==> config.mk <==
export PLATFORM = sky130hd
export DESIGN_NAME = cdb_sched
export DESIGN_NICKNAME = d
export VERILOG_FILES = /design/src/rtl/cdb_sched_pkg.sv /design/src/rtl/cdb_sched_rr_pick.sv /design/src/rtl/cdb_sched.sv
export SDC_FILE = /design/constraint.sdc
export NUM_CORES = 1
export LEC_CHECK = 0
export ABC_AREA = 1
export ABC_CLOCK_PERIOD_IN_PS = 5900
export CAP_MARGIN = 0
export CORE_AREA = 2 2 200 202
export DETAILED_ROUTE_END_ITERATION = 6
export DIE_AREA = 0 0 202 204
export GPL_ROUTABILITY_DRIVEN = 0
export GPL_TIMING_DRIVEN = 0
export PLACE_DENSITY = 0.58
export SYNTH_ARGS = -nofsm -noshare
export SYNTH_HDL_FRONTEND = slang
export SYNTH_SLANG_ARGS = --single-unit
==> constraint.sdc <==
create_clock -name clk -period 5.9 [get_ports clk]
set_input_delay 1.77 -clock clk [delete_from_list [all_inputs] [get_ports clk]]
set_output_delay 1.77 -clock clk [all_outputs]
set_load 0.005 [all_outputs]
==> src/rtl/cdb_sched_pkg.sv <==
// Shared types for the common data bus scheduler and its consumers.
package cdb_sched_pkg;

    localparam int unsigned ROB_W  = 6;
    localparam int unsigned REG_W  = 5;
    localparam int unsigned XLEN   = 32;
    localparam int unsigned MASK_W = 4;

    // One result broadcast on the CDB.
    typedef struct packed {
        logic [ROB_W-1:0]  rob_entry;
        logic [REG_W-1:0]  rd_addr;
        logic [XLEN-1:0]   rd_data;
        logic [XLEN-1:0]   mem_addr;
        logic [MASK_W-1:0] mem_rmask;
        logic [MASK_W-1:0] mem_wmask;
    } cdb_t;

endpackage

==> src/rtl/cdb_sched_rr_pick.sv <==
// Rotating priority encoder: first set request at or after ptr, wrapping modulo N.
module rr_pick #(
    parameter int unsigned N  = 5,
    parameter int unsigned IW = $clog2(N)
) (
    input  logic [N-1:0]  req,
    input  logic [IW-1:0] ptr,
    output logic          found_c,
    output logic [IW-1:0] idx_c
);

    logic [IW-1:0] cand;

    // Walk ptr, ptr+1, ... and keep the first requester seen.
    always_comb begin
        found_c = 1'b0;
        idx_c   = '0;
        cand    = '0;
        for (int unsigned k = 0; k < N; k++) begin
            cand = IW'((32'(ptr) + k) % N);
            if (!found_c && req[cand]) begin
                found_c = 1'b1;
                idx_c   = cand;
            end
        end
    end

endmodule

==> src/rtl/cdb_sched.sv <==
// CDB arbiter: starvation override, then strict priority source, then round-robin.
// Grant is combinational; the broadcast is registered one cycle later.
module cdb_sched
    import cdb_sched_pkg::*;
#(
    parameter int unsigned N_SRC        = 5,
    parameter int unsigned PRIO_SRC     = 3,
    parameter int unsigned LS_IDX       = 4,
    parameter int unsigned STARVE_LIMIT = 4
) (
    input  logic                     clk,
    input  logic                     rst,
    input  logic                     flush,
    input  logic [N_SRC-1:0]         src_valid,
    input  cdb_t                     src_data [N_SRC],
    output logic [N_SRC-1:0]         src_ack,
    output logic                     cdb_en,
    output cdb_t                     cdb_out,
    output logic [$clog2(N_SRC)-1:0] cdb_src
);

    localparam int unsigned IW = $clog2(N_SRC);
    localparam int unsigned WW = $clog2(STARVE_LIMIT + 1);

    logic [IW-1:0]    rr_ptr;
    logic [WW-1:0]    wait_cnt [N_SRC];
    logic [N_SRC-1:0] starved;
    logic             starve_found, rr_found, grant_vld;
    logic [IW-1:0]    starve_idx, rr_idx, grant_idx;
    cdb_t             bcast;

    // Sources that have waited long enough to override priority.
    always_comb begin
        starved = '0;
        for (int unsigned i = 0; i < N_SRC; i++) begin
            starved[i] = src_valid[i] && (wait_cnt[i] == WW'(STARVE_LIMIT));
        end
    end

    rr_pick #(.N(N_SRC), .IW(IW)) u_starve_pick (
        .req     (starved),
        .ptr     ('0),
        .found_c (starve_found),
        .idx_c   (starve_idx)
    );

    rr_pick #(.N(N_SRC), .IW(IW)) u_rr_pick (
        .req     (src_valid),
        .ptr     (rr_ptr),
        .found_c (rr_found),
        .idx_c   (rr_idx)
    );

    // Grant selection; nothing is granted during reset or flush.
    always_comb begin
        grant_vld = 1'b0;
        grant_idx = '0;
        if (rst && !flush) begin
            if (starve_found) begin
                grant_vld = 1'b1;
                grant_idx = starve_idx;
            end else if (src_valid[PRIO_SRC]) begin
                grant_vld = 1'b1;
                grant_idx = IW'(PRIO_SRC);
            end else if (rr_found) begin
                grant_vld = 1'b1;
                grant_idx = rr_idx;
            end
        end
        src_ack = '0;
        if (grant_vld) begin
            src_ack[grant_idx] = 1'b1;
        end
    end

    // Winning payload; only the load/store unit may carry memory masks.
    always_comb begin
        bcast = src_data[grant_idx];
        if (grant_idx != IW'(LS_IDX)) begin
            bcast.mem_rmask = '0;
            bcast.mem_wmask = '0;
        end
    end

    // Round-robin pointer moves past any non-priority winner.
    always_ff @(posedge clk or negedge rst) begin
        if (!rst) begin
            rr_ptr <= '0;
        end else if (grant_vld && grant_idx != IW'(PRIO_SRC)) begin
            rr_ptr <= IW'((32'(grant_idx) + 1) % N_SRC);
        end
    end

    // Per-source age counters, saturating at the starvation limit.
    always_ff @(posedge clk or negedge rst) begin
        if (!rst) begin
            for (int unsigned i = 0; i < N_SRC; i++) begin
                wait_cnt[i] <= '0;
            end
        end else begin
            for (int unsigned i = 0; i < N_SRC; i++) begin
                if (flush || !src_valid[i] || src_ack[i]) begin
                    wait_cnt[i] <= '0;
                end else if (wait_cnt[i] != WW'(STARVE_LIMIT)) begin
                    wait_cnt[i] <= wait_cnt[i] + WW'(1);
                end
            end
        end
    end

    // Broadcast register; payload and source hold when idle.
    always_ff @(posedge clk or negedge rst) begin
        if (!rst) begin
            cdb_en  <= 1'b0;
            cdb_out <= '0;
            cdb_src <= '0;
        end else begin
            cdb_en <= grant_vld;
            if (grant_vld) begin
                cdb_out <= bcast;
                cdb_src <= grant_idx;
            end
        end
    end

endmodule

==> results.rst <==
.. list-table::
   :header-rows: 1

   * - Metric
     - Value
   * - Port bufs
     - 481
   * - Clock root cell
     - sky130_fd_sc_hd__clkbuf_16
   * - Initial core utilization
     - 0.261
   * - Placed cell area
     - 0.0157 mm2
   * - HPWL after DPL
     - 43000 um
   * - Hold violation count in the final report
     - 0
   * - Setup Skew
     - 0.00729 ns
   * - Longest Clk Path Bufs
     - 2
   * - Routed via count
     - 13200
   * - Via/cell ratio
     - 4.67
   * - Share of synthesized cell area in and, or, nand and nor gates
     - 0.525
   * - Overall die width
     - 202 um
   * - Setup repair after global routing missed its margin
     - true
   * - Portion of the clock cycle consumed by the worst path in the final layout
     - 1.01
   * - Classification of the worst-slack hold path
     - reg2reg
   * - Actual transition at the worst max-transition pin
     - 0.940 ns
   * - Peak supply drop
     - 246 uV
   * - Remaining DRCs
     - 0
   * - I/O pins
     - 515
   * - Maximum fanout along the worst path
     - 4
   * - Xor/xnor cell area share of the yosys netlist
     - 0.0102
   * - Arithmetic-cell share of the synthesized area counting full adders, half adders and majority gates
     - 0.0448
   * - First-pass iteration count of the detailed router
     - 6
   * - Synth Cell Area
     - 0.0102 mm2
   * - Share of cells above drive strength 1
     - 0.140
   * - Yosys warns
     - 0
   * - Power density over the cells
     - 492 mW/mm2
   * - Reg2Reg Setup Slack
     - 1.02 ns
   * - Reg2Reg Capture Point
     - cdb_out[10]$_DFFE_PN0P_
   * - Crit Path Category
     - reg2out
   * - Final net count
     - 2749
   * - Pleak
     - 8.61 nW
   * - First-pass GRT wire length
     - 78600 um
   * - Sequential cell area fraction in the yosys report
     - 0.257
   * - Main synth FF type
     - sky130_fd_sc_hd__dfrtp_1
   * - Total track usage
     - 0.254
   * - Hold_sp
     - cdb_out[0]$_DFFE_PN0P_
   * - Setup ws final
     - -0.0639 ns
   * - Crit path arrival time
     - 4.19 ns
   * - Final setup violation count
     - 3
   * - Largest net degree at the start of global routing
     - 56
   * - Worst-case hold path end point
     - cdb_out[0]$_DFFE_PN0P_
   * - Avg Synthesized Cell Area
     - 5.91 um2
   * - Worst max-slew margin expressed relative to the limit
     - 0.374
   * - Hold depth
     - 2
   * - Die Footprint
     - 0.0412 mm2
   * - Post-synthesis instance total
     - 1727
   * - Distinct cell type count after synthesis
     - 41
   * - Worst reg2reg path depth
     - 33
   * - Number of cell rows
     - 73
   * - Critical path's largest stage delay
     - 0.40 ns
   * - Number of H-tree levels
     - 3
   * - CTS clock-pin slew for the worst setup and hold paths
     - 0.08 ns
   * - Initial antenna violation count
     - 6
   * - Number of enable flip-flop cells after synthesis
     - 0
   * - Area growth from synthesis to final layout
     - 67.1%
   * - Remaining antenna violation count
     - 0
   * - Startpoint type of the worst setup path
     - register
   * - Highest-count cells in the layout ignoring fill and taps
     - 771 x sky130_fd_sc_hd__nand2_1, 471 x sky130_fd_sc_hd__clkdlybuf4s50_1, 190 x sky130_fd_sc_hd__inv_1
   * - Max Fclk
     - 168 MHz
   * - Dominant combinational cell family by area after synthesis
     - simple AND/OR/NAND/NOR gates
   * - Clock insertion delay at the later pin of the skew report
     - 0.38 ns
   * - Worst path slowest cell
     - sky130_fd_sc_hd__dfrtp_2
   * - Clock period minus worst slack
     - 5.96 ns
   * - Most frequent standard cell in the layout excluding fill and tap cells
     - sky130_fd_sc_hd__nand2_1
   * - Mux contribution to synthesized area
     - 0
   * - TritonCTS clock tree
     - done
   * - Failing checks
     - negative setup slack
   * - CP endpoint kind
     - output port
   * - Compound-cell area share of the yosys netlist
     - 0.0250
   * - Flops & latches, synth
     - 105
   * - Die Height
     - 204 um
   * - Final-layout setup total negative slack
     - -0.167 ns
   * - Pins over their slew limit
     - 0
   * - Ys async rst share
     - 1.00
   * - Count of maximum capacitance violations
     - 0
   * - Routed len/inst
     - 19.1 um
   * - Inserted Clock Buffers
     - 9
   * - Placeable core region
     - 0.0392 mm2
   * - Net count after synthesis
     - 2186
   * - Status
     - complete, but fails checks
   * - Remaining global-route overflow
     - 0
   * - Hold-fix buffers at CTS
     - 0
   * - 1st-iter DRT viols
     - 764
   * - Design area
     - 0.0171 mm2
   * - WP data required
     - 4.13 ns
   * - Via count of the first global-routing pass
     - 12900
   * - Worst r2r src
     - rr_ptr[0]$_DFFE_PN0P_
   * - Final Routed Wirelength
     - 54000 um
   * - Worst Hold Slack
     - 0.490 ns
   * - Sinks on the clock net
     - 105
[how the worst max path moves through the flow]
stage / startpoint / endpoint / slack, ns / depth (start not counted)
final: rr_ptr[0]$_DFFE_PN0P_ / src_ack[0] / -0.06 / 29
after detailed placement: rr_ptr[0]$_DFFE_PN0P_ / src_ack[0] / -1.51 / 29
after global routing: rr_ptr[0]$_DFFE_PN0P_ / src_ack[1] / -0.28 / 33
after floorplan: rr_ptr[0]$_DFFE_PN0P_ / src_ack[0] / 0.29 / 28
after global placement: rst / src_ack[3] / -4.93 / 9
after CTS: rr_ptr[0]$_DFFE_PN0P_ / src_ack[3] / -0.04 / 36
[cells in the mapped netlist (all sizes together) (2+ instances only)]
| master | number | area, um2 |
|---|---|---|
| or2 | 77 | 482 |
| nor3 | 3 | 26.3 |
| nand3b | 4 | 30.0 |
| a211oi | 2 | 15.0 |
| xor2 | 7 | 68.8 |
| nor2 | 35 | 144 |
| o211ai | 2 | 15.0 |
| o21ai | 16 | 83.8 |
| o31ai | 2 | 20.0 |
| buf | 62 | 418 |
| a21oi | 15 | 86.3 |
| inv | 214 | 803 |
| nand3 | 132 | 686 |
| xnor2 | 4 | 35.0 |
| clkbuf | 50 | 188 |
| nand4 | 156 | 976 |
| ha | 35 | 438 |
| a31oi | 2 | 12.5 |
| dfrtp | 105 | 2630 |
| nand2 | 799 | 3010 |
[state kept, by name, indices dropped and copies added (netlist names)]
register / flops
cdb_out: 83
wait_cnt: 15
cdb_src: 3
rr_ptr: 3
cdb_en: 1
[worst max-delay path, delay by kind of cell, from the launching register on]
family	cells	cell delay, ns
xor+xnor	1	0.19
flops	1	0.40
buf+inv	11	1.19
fa+ha+maj	3	0.63
compound gates	2	0.40
simple gates	12	1.01
[layer usage]
| metal | track usage | share of wire | vias to the layer above |
|---|---|---|---|
| li1 | - | - | 6562 |
| met1 | 0.313 | 0.42 | 6080 |
| met2 | 0.448 | 0.49 | 494 |
| met3 | 0.0489 | 0.065 | 58 |
| met4 | 0.0743 | 0.024 | 0 |
| met5 | 0 | 0 | - |
[metrics by stage]
| step | util | cells | power, mW | setup slack (ns) |
|---|---|---|---|---|
| after floorplan | - | 1727 | 4.38 | 0.292 |
| after global placement | 0.400 | 2733 | 6.44 | -4.93 |
| after detailed placement | 0.401 | 2734 | 6.51 | -1.51 |
| after CTS | 0.429 | 2808 | 8.09 | -0.0404 |
| after global routing | 0.436 | 2826 | 9.10 | -0.279 |
| final | 0.436 | 2827 | 8.39 | -0.0639 |
[where the power goes]
part	switching, mW	internal [mW]
Clock	0.321	0.346
Sequential	0.162	1.02
Combinational	3.70	2.83
[layout make-up]
class,count,area (um2)
Clock buffer,11,243
Antenna cell,7,17.5
Fill cell,4067,22100
Sequential cell,105,2630
Timing Repair Buffer,557,5450
Clock inverter,5,61.3
Multi-Input combinational cell,1296,6540
Buffer,107,609
Inverter,214,857
Tap cell,525,657
[cell families (layout without fill, tap and decap cells)]
family                   after synthesis  count (layout)
AO/OA/AOI/OAI                         42              42
XOR/XNOR                              11              11
AND/OR/NAND/NOR                     1207            1207
other                                  0               7
buffers and inverters                326             894
flip-flops                           105             105
adder cells (fa/ha/maj)               36              36
[timing repair]
action	in CTS	in global routing
endpoints found under the setup margin	5	5
buffers inserted	62	13
resized for setup	129	34
pin swaps	31	29
No activity file was read; power rests on OpenSTA's default activity.
==> RTL change 1: new RTL, same settings <==
Set the package constant `XLEN` to 16 (it was 32).
--- a/src/rtl/cdb_sched_pkg.sv
+++ b/src/rtl/cdb_sched_pkg.sv
@@ -5,3 +5,3 @@
     localparam int unsigned REG_W  = 5;
-    localparam int unsigned XLEN   = 32;
+    localparam int unsigned XLEN   = 16;
     localparam int unsigned MASK_W = 4;
Interface: changed (resized cdb_out and src_data); port bits go from 515 to 323. The function was not compared with the original's and may differ.
==> RTL change 1 against the original RTL <==
Setup slack improved by 310 ps. Power is 35% lower. Sequential cell count shrank 32. Count of clock-buffer cells in the layout rose by 3. Via count down 32%. Routed wire length fell by 39%. Cell count down 26%. Cell area fell by 31%. Die area is the same. Combinational power fell by 38%. Synthesized area fell by 27%.
==> RTL change 1: results (changes against the original RTL) <==
Outcome
  – Status: complete, no violations

Place
  – Post-DP HPWL: 25400 um (-41%)
  – Cells after DPL: 2066 (-24%)
  – IO Port Bufs: 290 (-40%)

Worst setup path
  – R2R setup slack: 1460 ps (+440 ps)
  – Critical Path Max Stage Delay: 330 ps (-70 ps)
  – CP max FO: 6 (+2)
  – CP endpoint: src_ack[1]
  – Crit. Startpoint: src_valid[1]
  – Cells on worst reg2reg path: 30 (-9.1%)
  – Worst EP arrival: 3890 ps (-300 ps)
  – Crit-path slowest cell: dlygate4sd2_1

Finish
  – Post-layout nets: 1866 (-32%)
  – Multi-input logic area: 0.00429 mm^2 (-34%)
  – Seq area share: 0.155 (+0.00106)
  – Layout non-clock buf frac: 0.292 (-0.0628)
  – Clock-cell share of area: 0.0262 (+0.00841)
  – Largest registers: cdb_out (51), wait_cnt (15)
  – Clkbuf count: 14 (+3)
  – Share of cells above drive strength 1: 0.117 (-0.0231)
  – Multi-In Gates: 792 (-39%)
  – Inverter count: 323 (+51%)
  – Filler Cells Inserted: 4297 (+5.7%)
  – ANT cells: 0 (-7)

Clock tree
  – Later-pin clock latency in the skew report: 350 ps (-30 ps)
  – Setup Buffers After CTS: 14 (-77%)
  – Clock Pin Slew Worst Setup and Hold Paths: 60 ps (-20 ps)
  – # resized after CTS: 58 (-55%)

STA
  – Slew HR: 0.579 (+0.205)
  – Worst Clk Skew: 5.87 ps (-1.42 ps)

Drt
  – Wire length on met3: 1960 um (-45%)
  – Via/cell ratio: 4.28 (-8.3%)
  – Avg WL per Cell: 15.5 um (-19%)
  – DRT iter0 DRCs: 537 (-30%)
  – Post-Route M1 WL: 14600 um (-35%)

Yosys
  – Xor/xnor share of the synthesized area: 0.0185 (+0.00828)
  – Synth top cells by count: nand2_1 (329), inv_1 (310), nand3_1 (175)
  – Synth Area in Compound Gates: 0.0351 (+0.0101)
  – Dominant cells by area after synthesis: dfrtp_1 (24%), nand2_1 (17%), inv_1 (16%), nand3_1 (12%), nand4_1 (7.7%)
  – Cells after synthesis: 1250 (-28%)
  – Post-Synth Adder-Cell Area: 0.0503 (+0.00549)
  – Yosys reg bits: 73 (-30%)
  – Post-synthesis cell type count: 36 (-12%)
  – Register area share after synthesis: 0.245 (-0.0123)
  – Syn Nets: 1543 (-29%)

Pwr
  – Int Pwr: 2.71 mW (-35%)
  – P_leak: 6.15 nW (-29%)

Global routing
  – Largest net degree at the start of global routing: 47 (-16%)
  – Met3 Resource Use GR: 0.0220 (-0.0269)
  – Global router's overall resource usage: 0.155 (-0.0989)
  – Number of global-route vias before repair: 8548 (-34%)
  – Initial antenna violation count: 0 (-6)
  – First-pass GRT wire length: 49400 um (-37%)
  – GR Util met2: 0.264 (-0.184)

Worst hold path
  – Hold crit path type: reg2reg
  – Worst hold path endpoint: cdb_src[2]$_DFFE_PN0P_
  – Hold wc startpoint: cdb_src[2]$_DFFE_PN0P_
[RTL change 1: cell types whose count changed in the layout (fill, tap and decap cells not counted), moves of 8 or more]
cell	unedited run	this run
nand3_1	115	172
clkbuf_1	51	29
nand4_1	156	92
or2_2	75	39
inv_1	190	305
nand2_1	771	313
dfrtp_1	102	71
buf_4	78	25
nand3_2	13	5
clkdlybuf4s50_1	471	279
buf_6	20	10
[RTL change 1: power by group through the flow]
stage / Combinational [mW] / Clock [mW] / Sequential [mW]
final: 4.08 / 0.601 / 0.813
after detailed placement: 3.65 / 0 / 0.816
after CTS: 3.89 / 0.628 / 0.814
after floorplan: 2.29 / 0 / 0.810
after global placement: 3.59 / 0 / 0.814
after global routing: 4.54 / 0.644 / 0.840
[RTL change 1: cells by family (layout without fill, tap and decap cells)]
kind of cell,after synthesis,in the layout
compound gates,47,47
xor+xnor,14,14
fa+ha+maj,30,30
buf+inv,385,713
flops,73,73
simple gates,701,701
==> RTL change 2: new RTL, same flow settings <==
Without the edit above. Make the reset (`rst`) synchronous in 3 clocked blocks.
--- a/src/rtl/cdb_sched.sv
+++ b/src/rtl/cdb_sched.sv
@@ -85,3 +85,3 @@
     // Round-robin pointer moves past any non-priority winner.
-    always_ff @(posedge clk or negedge rst) begin
+    always_ff @(posedge clk) begin
         if (!rst) begin
@@ -94,3 +94,3 @@
     // Per-source age counters, saturating at the starvation limit.
-    always_ff @(posedge clk or negedge rst) begin
+    always_ff @(posedge clk) begin
         if (!rst) begin
@@ -111,3 +111,3 @@
     // Broadcast register; payload and source hold when idle.
-    always_ff @(posedge clk or negedge rst) begin
+    always_ff @(posedge clk) begin
         if (!rst) begin
Behaviour: not the same (Yosys sat finds a counterexample within 4 cycles, from zero or initial values and one cycle with rst low; the reset may be asserted at any time).
==> RTL change 2 against the original RTL <==
The flow still finishes with violations (setup timing). Sequential cell count did not move. Setup slack got worse by 240 ps. Synthesized area fell by 8.3%. Cell area fell by 5.1%. Clock skew rose by 1.5 ps. Largest cell class unchanged. Worst hold slack got worse by 17 ps. Cell count fell by 2.9%. Die area did not move. Core utilization fell by 2.2 points. Routed wire length rose by 2.2%.
Power is not compared: it rests on default switching activity, and its combinational part moved more than twofold at a synthesized area within 25%.
==> RTL change 2: results (changes against the original RTL) <==
Outcome
  – Status: complete, but fails checks
  – Violated checks: setup timing

Yosys
  – Top_reg_cell synth: dfxtp_1
  – Syn avg cell area: 5.65 um^2 (-4.5%)
  – Mux contribution to synthesized area: 0.00107 (+0.00107)
  – Dominant cells by area after synthesis: nand2_1 (28%), dfxtp_1 (19%), nand4_1 (11%), nand3_1 (6.8%), inv_1 (5.5%)
  – Synth Area in Compound Gates: 0.0659 (+0.0409)
  – EDFF count, synth: 15 (+15)
  – Synth top cells by count: nand2_1 (699), nand4_1 (165), inv_1 (137)
  – Post-synthesis cell type count: 40 (-2.4%)
  – Asr flop ratio synth: 0 (-1.00)
  – Register area share after synthesis: 0.240 (-0.0168)
  – Post-Synth Adder-Cell Area: 0.0476 (+0.00272)
  – Xor/xnor share of the synthesized area: 0.0119 (+0.00172)

Drt
  – Wire length on met3: 3670 um (+4.2%)
  – Wirelength, routed: 55200 um (+2.2%)
  – Routed wl met2: 27200 um (+2.0%)
  – Avg WL per Cell: 20.1 um (+5.3%)
  – Post-Route M1 WL: 22600 um (+0.30%)
  – DRT iter0 DRCs: 931 (+22%)
  – Via/cell ratio: 4.89 (+4.8%)
  – First drt pass iteration count: 7 (+1)

STA
  – Slew HR: 0.322 (-0.0513)
  – Final setup viols: 5 (+2)
  – TNS Setup: -936 ps (-769 ps)
  – Post-route setup slack: -304 ps (-240 ps)
  – Worst Clk Skew: 8.77 ps (+1.47 ps)

Finish
  – Share of cells above drive strength 1: 0.0991 (-0.0412)

Global routing
  – Global router's overall resource usage: 0.256 (+0.00194)
  – Met3 Resource Use GR: 0.0491 (+0.000159)
  – Met1 Track Usage GR: 0.309 (-0.00363)
  – Largest net degree at the start of global routing: 17 (-70%)
  – GR Util met2: 0.454 (+0.00626)
  – First-pass GRT wire length: 79600 um (+1.2%)
  – Initial antenna violation count: 1 (-5)
  – Number of global-route vias before repair: 13200 (+2.3%)

Worst setup path
  – Critical Path Max Stage Delay: 370 ps (-30 ps)
  – Crit-path slowest cell: dfxtp_4
  – Worst EP arrival: 4430 ps (+240 ps)
  – CP delay by family, top: simple AND/OR/NAND/NOR gates

Place
  – Post-place setup slack: -2020 ps (-511 ps)
  – Post-DP Area: 0.0149 mm^2 (-5.5%)
  – Cells after DPL: 2666 (-2.5%)
  – Post-DP HPWL: 42700 um (-0.67%)

Clock tree
  – Later-pin clock latency in the skew report: 360 ps (-20 ps)
[RTL change 2: changes by cell type after synthesis, moves of 15 or more]
| cell | change |
|---|---|
| edfxtp_1 | +15 |
| nand2_1 | -96 |
| inv_1 | -67 |
| nor2_1 | +83 |
| clkbuf_1 | +22 |
| or2_2 | -74 |
| a21oi_1 | +76 |
| dfxtp_1 | +90 |
| dfrtp_1 | -105 |
[RTL change 2: worst register-to-register path, delay by kind of cell, from the launching register on]
family | cells | cell delay (ps)
and+or+nand+nor | 15 | 1640
buffers and inverters | 8 | 1090
adders and majority gates | 5 | 1020
AOI/OAI and AO/OA | 6 | 1000
DFF | 1 | 370
xor gates and xnor gates | 2 | 370
[RTL change 2: final timing paths]
kind / from / cells after the start / slack [ps] / endpoint
hold reg to reg: cdb_out[0]$_SDFFE_PN0P_ / 2 / 470 / cdb_out[0]$_SDFFE_PN0P_
setup / recovery: rr_ptr[0]$_SDFFE_PN0P_ / 31 / -300 / src_ack[0]
setup reg to reg: rr_ptr[0]$_SDFFE_PN0P_ / 36 / 310 / rr_ptr[1]$_SDFFE_PN0P_
hold / removal: cdb_out[0]$_SDFFE_PN0P_ / 2 / 470 / cdb_out[0]$_SDFFE_PN0P_
[RTL change 2: layout make-up]
type,count,area (um^2)
Inverter,146,616
Multi-Input combinational cell,1289,6440
Clock buffer,14,264
Timing Repair Buffer,548,5360
Buffer,116,556
Tap cell,525,657
Sequential cell,105,2260
Antenna cell,1,2.50
Clock inverter,2,36.3
Fill cell,4141,23000
[RTL change 2: timing repair]
item / 4_1_cts / 5_1_grt
buffers inserted: 54 / 16
gates cloned: 0 / 0
endpoints found under the hold margin: 0 / 0
gates resized for setup: 124 / 54
endpoints found under the setup margin: 78 / 5
pin swaps: 28 / 36
